[src/rtl/expr_seq_pkg.sv]
// expr_seq_pkg: shared widths, FSM states, polynomials and MISR fold helper for the vector sequencer
package expr_seq_pkg;
  localparam int A0_W = 4;
  localparam int A1_W = 5;
  localparam int A2_W = 6;
  localparam int A3_W = 4;
  localparam int A4_W = 5;
  localparam int A5_W = 6;
  localparam int B0_W = 4;
  localparam int B1_W = 5;
  localparam int B2_W = 6;
  localparam int B3_W = 4;
  localparam int B4_W = 5;
  localparam int B5_W = 6;
  localparam int OPND_W = A0_W + A1_W + A2_W + A3_W + A4_W + A5_W + B0_W + B1_W + B2_W + B3_W + B4_W + B5_W;
  localparam int Y_W = 90;
  localparam logic [31:0] MISR_POLY = 32'h04C1_1DB7;
  localparam logic [63:0] LFSR_TAPS = 64'hD800_0000_0000_0000;
  typedef enum logic [2:0] {S_IDLE, S_FETCH, S_SETTLE, S_CAPTURE, S_OUT} state_e;
  function automatic logic [31:0] fold(input logic [Y_W-1:0] y);
    return y[31:0] ^ y[63:32] ^ {6'b0, y[89:64]};
  endfunction
endpackage

[src/rtl/expr_seq_lfsr.sv]
// expr_seq_lfsr: 64-bit right-shifting Galois LFSR with seed load; a zero seed is replaced by 1
module expr_seq_lfsr import expr_seq_pkg::*; (
  input  logic              clk,
  input  logic              rst_n,
  input  logic              load,
  input  logic [63:0]       seed,
  input  logic              step,
  output logic [OPND_W-1:0] value
);
  logic [63:0] lfsr_q, lfsr_d;
  always_comb begin
    lfsr_d = load ? ((seed == '0) ? 64'd1 : seed) : step ? ((lfsr_q >> 1) ^ (lfsr_q[0] ? LFSR_TAPS : '0)) : lfsr_q;
  end
  always_ff @(posedge clk) begin
    lfsr_q <= !rst_n ? 64'd1 : lfsr_d;
  end
  assign value = lfsr_q[OPND_W-1:0];
endmodule

[src/rtl/expr_vector_sequencer.sv]
// expr_vector_sequencer: fetches operand vectors, drives the evaluator, captures y into a MISR and result stream
module expr_vector_sequencer import expr_seq_pkg::*; #(
  parameter int EVAL_LAT = 1,
  parameter int CNT_W    = 16
) (
  input  logic              clk,
  input  logic              rst_n,
  input  logic              start,
  input  logic              abort,
  input  logic              gen_mode,
  input  logic [CNT_W-1:0]  num_vec,
  input  logic [63:0]       seed,
  input  logic              in_valid,
  input  logic [OPND_W-1:0] in_vec,
  output logic              in_ready,
  output logic [OPND_W-1:0] opnd,
  input  logic [Y_W-1:0]    dut_y,
  output logic              out_valid,
  output logic [Y_W-1:0]    out_y,
  input  logic              out_ready,
  output logic [31:0]       signature,
  output logic [CNT_W-1:0]  vec_count,
  output logic              busy,
  output logic              done
);
  localparam logic [3:0] SETTLE_INIT = 4'(EVAL_LAT - 1);
  state_e            state_q, state_d;
  logic              gen_q, gen_d;
  logic [CNT_W-1:0]  num_q, num_d;
  logic [CNT_W-1:0]  cnt_q, cnt_d;
  logic [OPND_W-1:0] opnd_q, opnd_d;
  logic [Y_W-1:0]    out_y_q, out_y_d;
  logic [31:0]       sig_q, sig_d;
  logic [3:0]        settle_q, settle_d;
  logic              done_q, done_d;
  logic              lfsr_load, lfsr_step;
  logic [OPND_W-1:0] lfsr_val;
  expr_seq_lfsr u_lfsr (
    .clk   (clk),
    .rst_n (rst_n),
    .load  (lfsr_load),
    .seed  (seed),
    .step  (lfsr_step),
    .value (lfsr_val)
  );
  // abort outranks every handshake; in IDLE it is ignored so start wins
  always_comb begin
    state_d   = state_q;
    gen_d     = gen_q;
    num_d     = num_q;
    cnt_d     = cnt_q;
    opnd_d    = opnd_q;
    out_y_d   = out_y_q;
    sig_d     = sig_q;
    settle_d  = settle_q;
    done_d    = 1'b0;
    lfsr_load = 1'b0;
    lfsr_step = 1'b0;
    if (state_q != S_IDLE && abort) begin
      state_d = S_IDLE;
    end else begin
      case (state_q)
        S_IDLE: if (start) begin
          gen_d     = gen_mode;
          num_d     = num_vec;
          sig_d     = '0;
          cnt_d     = '0;
          lfsr_load = 1'b1;
          done_d    = num_vec == '0;
          state_d   = (num_vec == '0) ? S_IDLE : S_FETCH;
        end
        S_FETCH: if (gen_q || in_valid) begin
          opnd_d    = gen_q ? lfsr_val : in_vec;
          lfsr_step = gen_q;
          settle_d  = SETTLE_INIT;
          state_d   = S_SETTLE;
        end
        S_SETTLE: begin
          settle_d = settle_q - 1'b1;
          state_d  = (settle_q == '0) ? S_CAPTURE : S_SETTLE;
        end
        S_CAPTURE: begin
          out_y_d = dut_y;
          cnt_d   = cnt_q + 1'b1;
          sig_d   = {sig_q[30:0], 1'b0} ^ (sig_q[31] ? MISR_POLY : '0) ^ fold(dut_y);
          state_d = S_OUT;
        end
        S_OUT: if (out_ready) begin
          done_d  = cnt_q == num_q;
          state_d = (cnt_q == num_q) ? S_IDLE : S_FETCH;
        end
        default: state_d = S_IDLE;
      endcase
    end
  end
  always_ff @(posedge clk) begin
    if (!rst_n) begin
      state_q  <= S_IDLE;
      gen_q    <= 1'b0;
      num_q    <= '0;
      cnt_q    <= '0;
      opnd_q   <= '0;
      out_y_q  <= '0;
      sig_q    <= '0;
      settle_q <= '0;
      done_q   <= 1'b0;
    end else begin
      state_q  <= state_d;
      gen_q    <= gen_d;
      num_q    <= num_d;
      cnt_q    <= cnt_d;
      opnd_q   <= opnd_d;
      out_y_q  <= out_y_d;
      sig_q    <= sig_d;
      settle_q <= settle_d;
      done_q   <= done_d;
    end
  end
  assign in_ready  = state_q == S_FETCH && !gen_q;
  assign out_valid = state_q == S_OUT;
  assign busy      = state_q != S_IDLE;
  assign done      = done_q;
  assign opnd      = opnd_q;
  assign out_y     = out_y_q;
  assign signature = sig_q;
  assign vec_count = cnt_q;
endmodule

[config.mk]
export PLATFORM = sky130hd
export DESIGN_NAME = expr_vector_sequencer
export DESIGN_NICKNAME = d
export VERILOG_FILES = /design/src/rtl/expr_seq_pkg.sv /design/src/rtl/expr_seq_lfsr.sv /design/src/rtl/expr_vector_sequencer.sv
export SDC_FILE = /design/constraint.sdc
export NUM_CORES = 1
export LEC_CHECK = 0
export CAP_MARGIN = 0
export CORE_UTILIZATION = 40
export CTS_CLUSTER_DIAMETER = 60
export CTS_CLUSTER_SIZE = 25
export DETAILED_ROUTE_END_ITERATION = 12
export PLACE_DENSITY = 0.72
export SLEW_MARGIN = 20
export SYNTH_ARGS = -nofsm -noshare
export SYNTH_HDL_FRONTEND = slang
export SYNTH_SLANG_ARGS = --single-unit
[constraint.sdc]
create_clock -name clk -period 2.6 [get_ports clk]
set_input_delay 0.39 -clock clk [delete_from_list [all_inputs] [get_ports clk]]
set_output_delay 0.39 -clock clk [all_outputs]
set_load 0.02 [all_outputs]
Word-level counts from Yosys, hierarchy flattened
Cells that the tools add are included.
- register bits: 287
- bits of input ports: 237
- output and inout bits: 202
- logic and storage cells: 74
- add/sub/neg operators: 2
- eq/ne operators: 8
- multiplexer cells: 28
- bitwise operators: 7
- reductions and logical operators: 19
- operator list (kind ; count):
    two-way mux 64 bit ; 4
    logical NOT 64 bit ; 1
    one-hot mux 32 bit (2 select lines) ; 1
    bitwise XOR 32 bit ; 2
    bitwise XOR 63 x 64 -> 64 bit ; 1
    two-way mux 60 bit ; 1
    two-way mux 32 bit ; 1
    one-hot mux 16 bit (2 select lines) ; 1
    bitwise XOR 32 x 26 -> 32 bit ; 1
    bitwise XOR 32 x 27 -> 32 bit ; 1
    two-way mux 27 bit ; 1
    adder 16 x 1 -> 16 bit, second input constant ; 1
    == test 16 bit ; 1
    logical NOT 16 bit ; 1
    two-way mux 16 bit ; 1
    one-hot mux 3 bit (5 select lines) ; 1
    AND reduction 3 bit ; 5
    two-way mux 1 bit ; 11
    two-way mux 3 bit ; 3
    one-hot mux 4 bit (2 select lines) ; 1
    == test 3 x 2 -> 1 bit, second input constant ; 2
    nonzero test 2 bit ; 3
    logical NOT 4 bit ; 1
    two-way mux 4 bit ; 1
    other kinds (14) ; 17

Longest topological paths before layout
- depth after elaboration: 6
- mapped depth: 8
- mapped depth without buffers: 6

Cells and area by module
A second synthesis with hierarchy kept.
- cells, all modules: 1548
- area, all modules: 13281.5 um^2
- by module, submodules not included (module ; times used ; cells each ; area each (um^2) ; sequential area each (um^2)):
    expr_vector_sequencer ; 1 ; 1114 ; 9626.7 ; 4464.3
    expr_seq_lfsr ; 1 ; 434 ; 3654.8 ; 1281.2

Least setup slack after synthesis
OpenSTA, ideal clock, no wires.
- path kind: flip-flop to output port
- start: reg gen_q
- end: out in_ready
- arrival time: 1.620 ns
- required time: 2.210 ns
- slack: 0.590 ns
- stages on the path, launching flop included: 4
- buffers on the path: 2
- cell sequence: dfxtp_1 clkbuf_1 clkbuf_1 nor4b_1
- word-level cells in the longest chain between the ends: 2
- ends and longest elaborated chain (element ; RTL line ; RTL):
    start: declaration ; expr_vector_sequencer.sv:28 ; logic gen_q, gen_d;
    start signal: assignment ; expr_vector_sequencer.sv:109 ; gen_q <= gen_d;
    logical NOT 1 bit ; expr_vector_sequencer.sv:119 ; assign in_ready = state_q == S_FETCH && !gen_q;
    logical AND 1 bit ; expr_vector_sequencer.sv:119 ;
    end: declaration ; expr_vector_sequencer.sv:15 ; output logic in_ready,
No other way between the ends.

Worst setup path in the final report
- start: reg state_q[0]
- end: out out_valid
- word-level cells in the longest chain between the ends: 1
- ends and longest elaborated chain (element ; RTL line ; RTL):
    start: declaration ; expr_vector_sequencer.sv:27 ; state_e state_q, state_d;
    start signal: assignment ; expr_vector_sequencer.sv:108 ; state_q <= state_d;
    == test 3 bit ; expr_vector_sequencer.sv:120 ; assign out_valid = state_q == S_OUT;
    end: declaration ; expr_vector_sequencer.sv:18 ; output logic out_valid,
No other way between the ends.

==> metrics.txt <==
hold buffers post-CTS 0; total chip power 10.7 mW; post-cts sizing count 0; drt total wl 40.4 mm; ANT nets after route 0; core area 31500 sq um; CP max-delay cell clkdlybuf4s50_1; Final min period 2510 ps; FF+latch count, synth 287; CTS Buffer Depth 3; f_max 0.398 GHz; maximum fanout along the worst path 9; fin nets 2057; CP delay by family, top buffers and inverters; fin crit share 96.6%; total gr overflow 0; Max-cap violations 0; Root Buffer clkbuf_16; Std-Cell Rows 65; DRT Pass-1 Iters 5; Slew headroom 50.4%; crit path cell chain nor2_1, and2_1, clkdlybuf4s50_1; Startpoint Class flop; GR Util met3 6.41%; Area growth syn-to-layout 45.5%; ys flop type dfxtp_1; vias in the first global route 11598; routed len/inst 18.0 um; first-pass GRT wire length 63.0 mm; power share of the clock group 41.4%; via-per-instance ratio 5.21; syn nets 1672; final setup violation count 0; Filler cells 2762; Worst Tran Pin Value 745 ps; Post-Syn Instances 1432; Netlist cell types 46; switch share 26.9%; design internal power 7.79 mW; largest net degree at the start of global routing 91; unrepaired setup endpoints after global routing no; met2 usage 42.1%; type of destination of the critical path primary output; post-synthesis sequential area ratio 45.0%; number of vias after detailed routing 11674; run status finished clean; total setup buffers inserted after CTS 0; final hold violations 0; routability congestion estimate from global placement 0.845; Post-Syn Area per Cell 8.91 sq um; CTS H-tree lvls 1; total negative setup slack 0 ps; Seq pwr share 44.4%; Setup CP Type flop to primary output; worst min-delay path class primary input to flop; Clock Sink Count 287; crit path buf inv count 1; share of cells above drive strength 1 5.38%; Die Area 32600 sq um; Worst EP arrival 2120 ps; Mapped Area 12800 sq um; gr usage total 23.9%; YS warnings 0; Pwr Density 574 nW/um^2; R2R Setup Slk 530 ps; peak supply drop 0.538 mV; Critical Path RT 2210 ps; Pleak 7.08 nW; Final Cell Area 18600 sq um; DRT iter0 DRCs 564; Async S/R FF share, synth 0%; initial antenna violation count 1; number of enable flip-flop cells after synthesis 0; initial core utilization 40.5%; DRC 0; die width 181 um; worst clock skew 22.5 ps; Placed Instance Area 17500 sq um; I/O Buffers 438; GRT busiest layer met2; clk slew on worst S/H paths 90 ps; CTS tree done; Switch Pwr 2.86 mW; max-slew violations 0; hpwl dp 29.6 mm; Worst path max stage delay 670 ps; Die Y-Extent 181 um; Combinational Power Share 14.3%; Clk Latency, worst-skew pair 560 ps; global routing met1 resource utilization 27.8%; I/O pins 439; CTS buffer count 28
## layout make-up
type	instances	area, sq um	share of cell area, %
sequential	287	5750	31.0
timing repair buffer	467	4730	25.5
tap	402	503	2.71
clock buffer	32	757	4.08
inverter	3	11.3	0.0607
multi-input combinational	1030	6550	35.3
antenna	1	2.50	0.0135
clock inverter	20	262	1.41
## cells by family (layout without fill, tap and decap cells)
group                      Yosys count  after routing  share of synthesized area [%]
adders and majority gates            3              3                          0.294
AOI/OAI and AO/OA                  280            280                           18.1
muxes                               60             60                           4.71
DFF                                287            287                           45.0
xor gates and xnor gates           138            138                           9.47
buffers and inverters              115            522                           3.80
and+or+nand+nor                    549            549                           18.6
other                                0              1                              0
## flip-flops by register name, indices dropped and copies added (netlist names), 3 cells and up
| name | count |
|---|---|
| out_y | 90 |
| u_lfsr.lfsr_q | 64 |
| opnd | 60 |
| signature | 32 |
| num_q | 16 |
| vec_count | 16 |
| settle_q | 4 |
| state_q | 3 |
## Yosys cell counts, types with 21 or more instances
library cell,number,share of area (%)
nor2_1,134,3.9
xnor2_1,99,6.8
a21boi_0,110,6.5
buf_2,34,1.3
dfxtp_1,287,45
nor4_1,23,1.1
a22oi_1,21,1.2
nor2b_1,22,1.1
nand2_1,291,8.6
o211a_1,61,4.8
clkbuf_1,68,2.0
mux2i_1,60,4.7
xor2_1,39,2.7
o221ai_1,60,4.1
## through the flow
| step | util, % | worst slack, ps | hold WS [ps] | instances |
|---|---|---|---|---|
| floorplan | - | 590 | 457 | 1432 |
| global placement | 55.7 | 246 | 450 | 2189 |
| detailed placement | 55.7 | 222 | 456 | 2189 |
| CTS | 59.0 | 87.6 | 327 | 2241 |
| global route | 59.0 | 11.5 | 341 | 2242 |
| finish | 59.0 | 87.9 | 339 | 2242 |
## worst reg2reg max path, stage by stage, from the launching register on
cell      delay [ps]
dfxtp_1          400
or3_1            460
or2_2            540
buf_12           270
o221ai_1         230
nor2_1            70
## power by group through the flow
stage / Sequential [mW] / Combinational [mW] / Clock, mW
6_report: 4.72 / 1.52 / 4.41
5_1_grt: 4.74 / 1.64 / 4.69
4_1_cts: 4.72 / 1.53 / 4.50
3_5_place_dp: 4.82 / 1.52 / 0
3_3_place_gp: 4.82 / 1.50 / 0
2_1_floorplan: 4.83 / 0.740 / 0
## metal layers
| layer | vias up | wire, um | part of all wire (%) |
|---|---|---|---|
| li1 | 5710 | - | - |
| met3 | 71 | 2940 | 7.3 |
| met4 | 0 | 1490 | 3.7 |
| met5 | - | 0 | 0 |
| met2 | 388 | 19500 | 48 |
| met1 | 5505 | 16500 | 41 |
## cell usage in the layout, fill, tap and decap left out, drive strengths merged, types with 3 or more instances in the layout
cell           count
o221ai            60
xor2              39
o21ai             15
o211a             61
nor4b              4
nor2             142
a21oi              3
xnor2             99
nand4             20
mux2i             60
nand3             15
nor2b             22
inv               10
buf               30
nand3b             3
o211ai             3
nor4              23
clkinvlp           3
and3               5
clkbuf            32
nor3               3
a21boi           110
ha                 3
or3                3
a22oi             21
and2               6
nand2b             3
nand2            292
clkinv             8
clkdlybuf4s50    437
dfxtp            287
## path summary, 6_finish.rpt
check	startpoint	endpoint	cells after the start
worst max-delay path	state_q[0]	out_valid	3
worst min-delay path	rst_n	opnd[1]	2
worst max register to register	state_q[0]	u_lfsr.lfsr_q[48]	5
worst min register to register	out_y[8]	out_y[8]	2
Power figures use the tool's default switching activity.
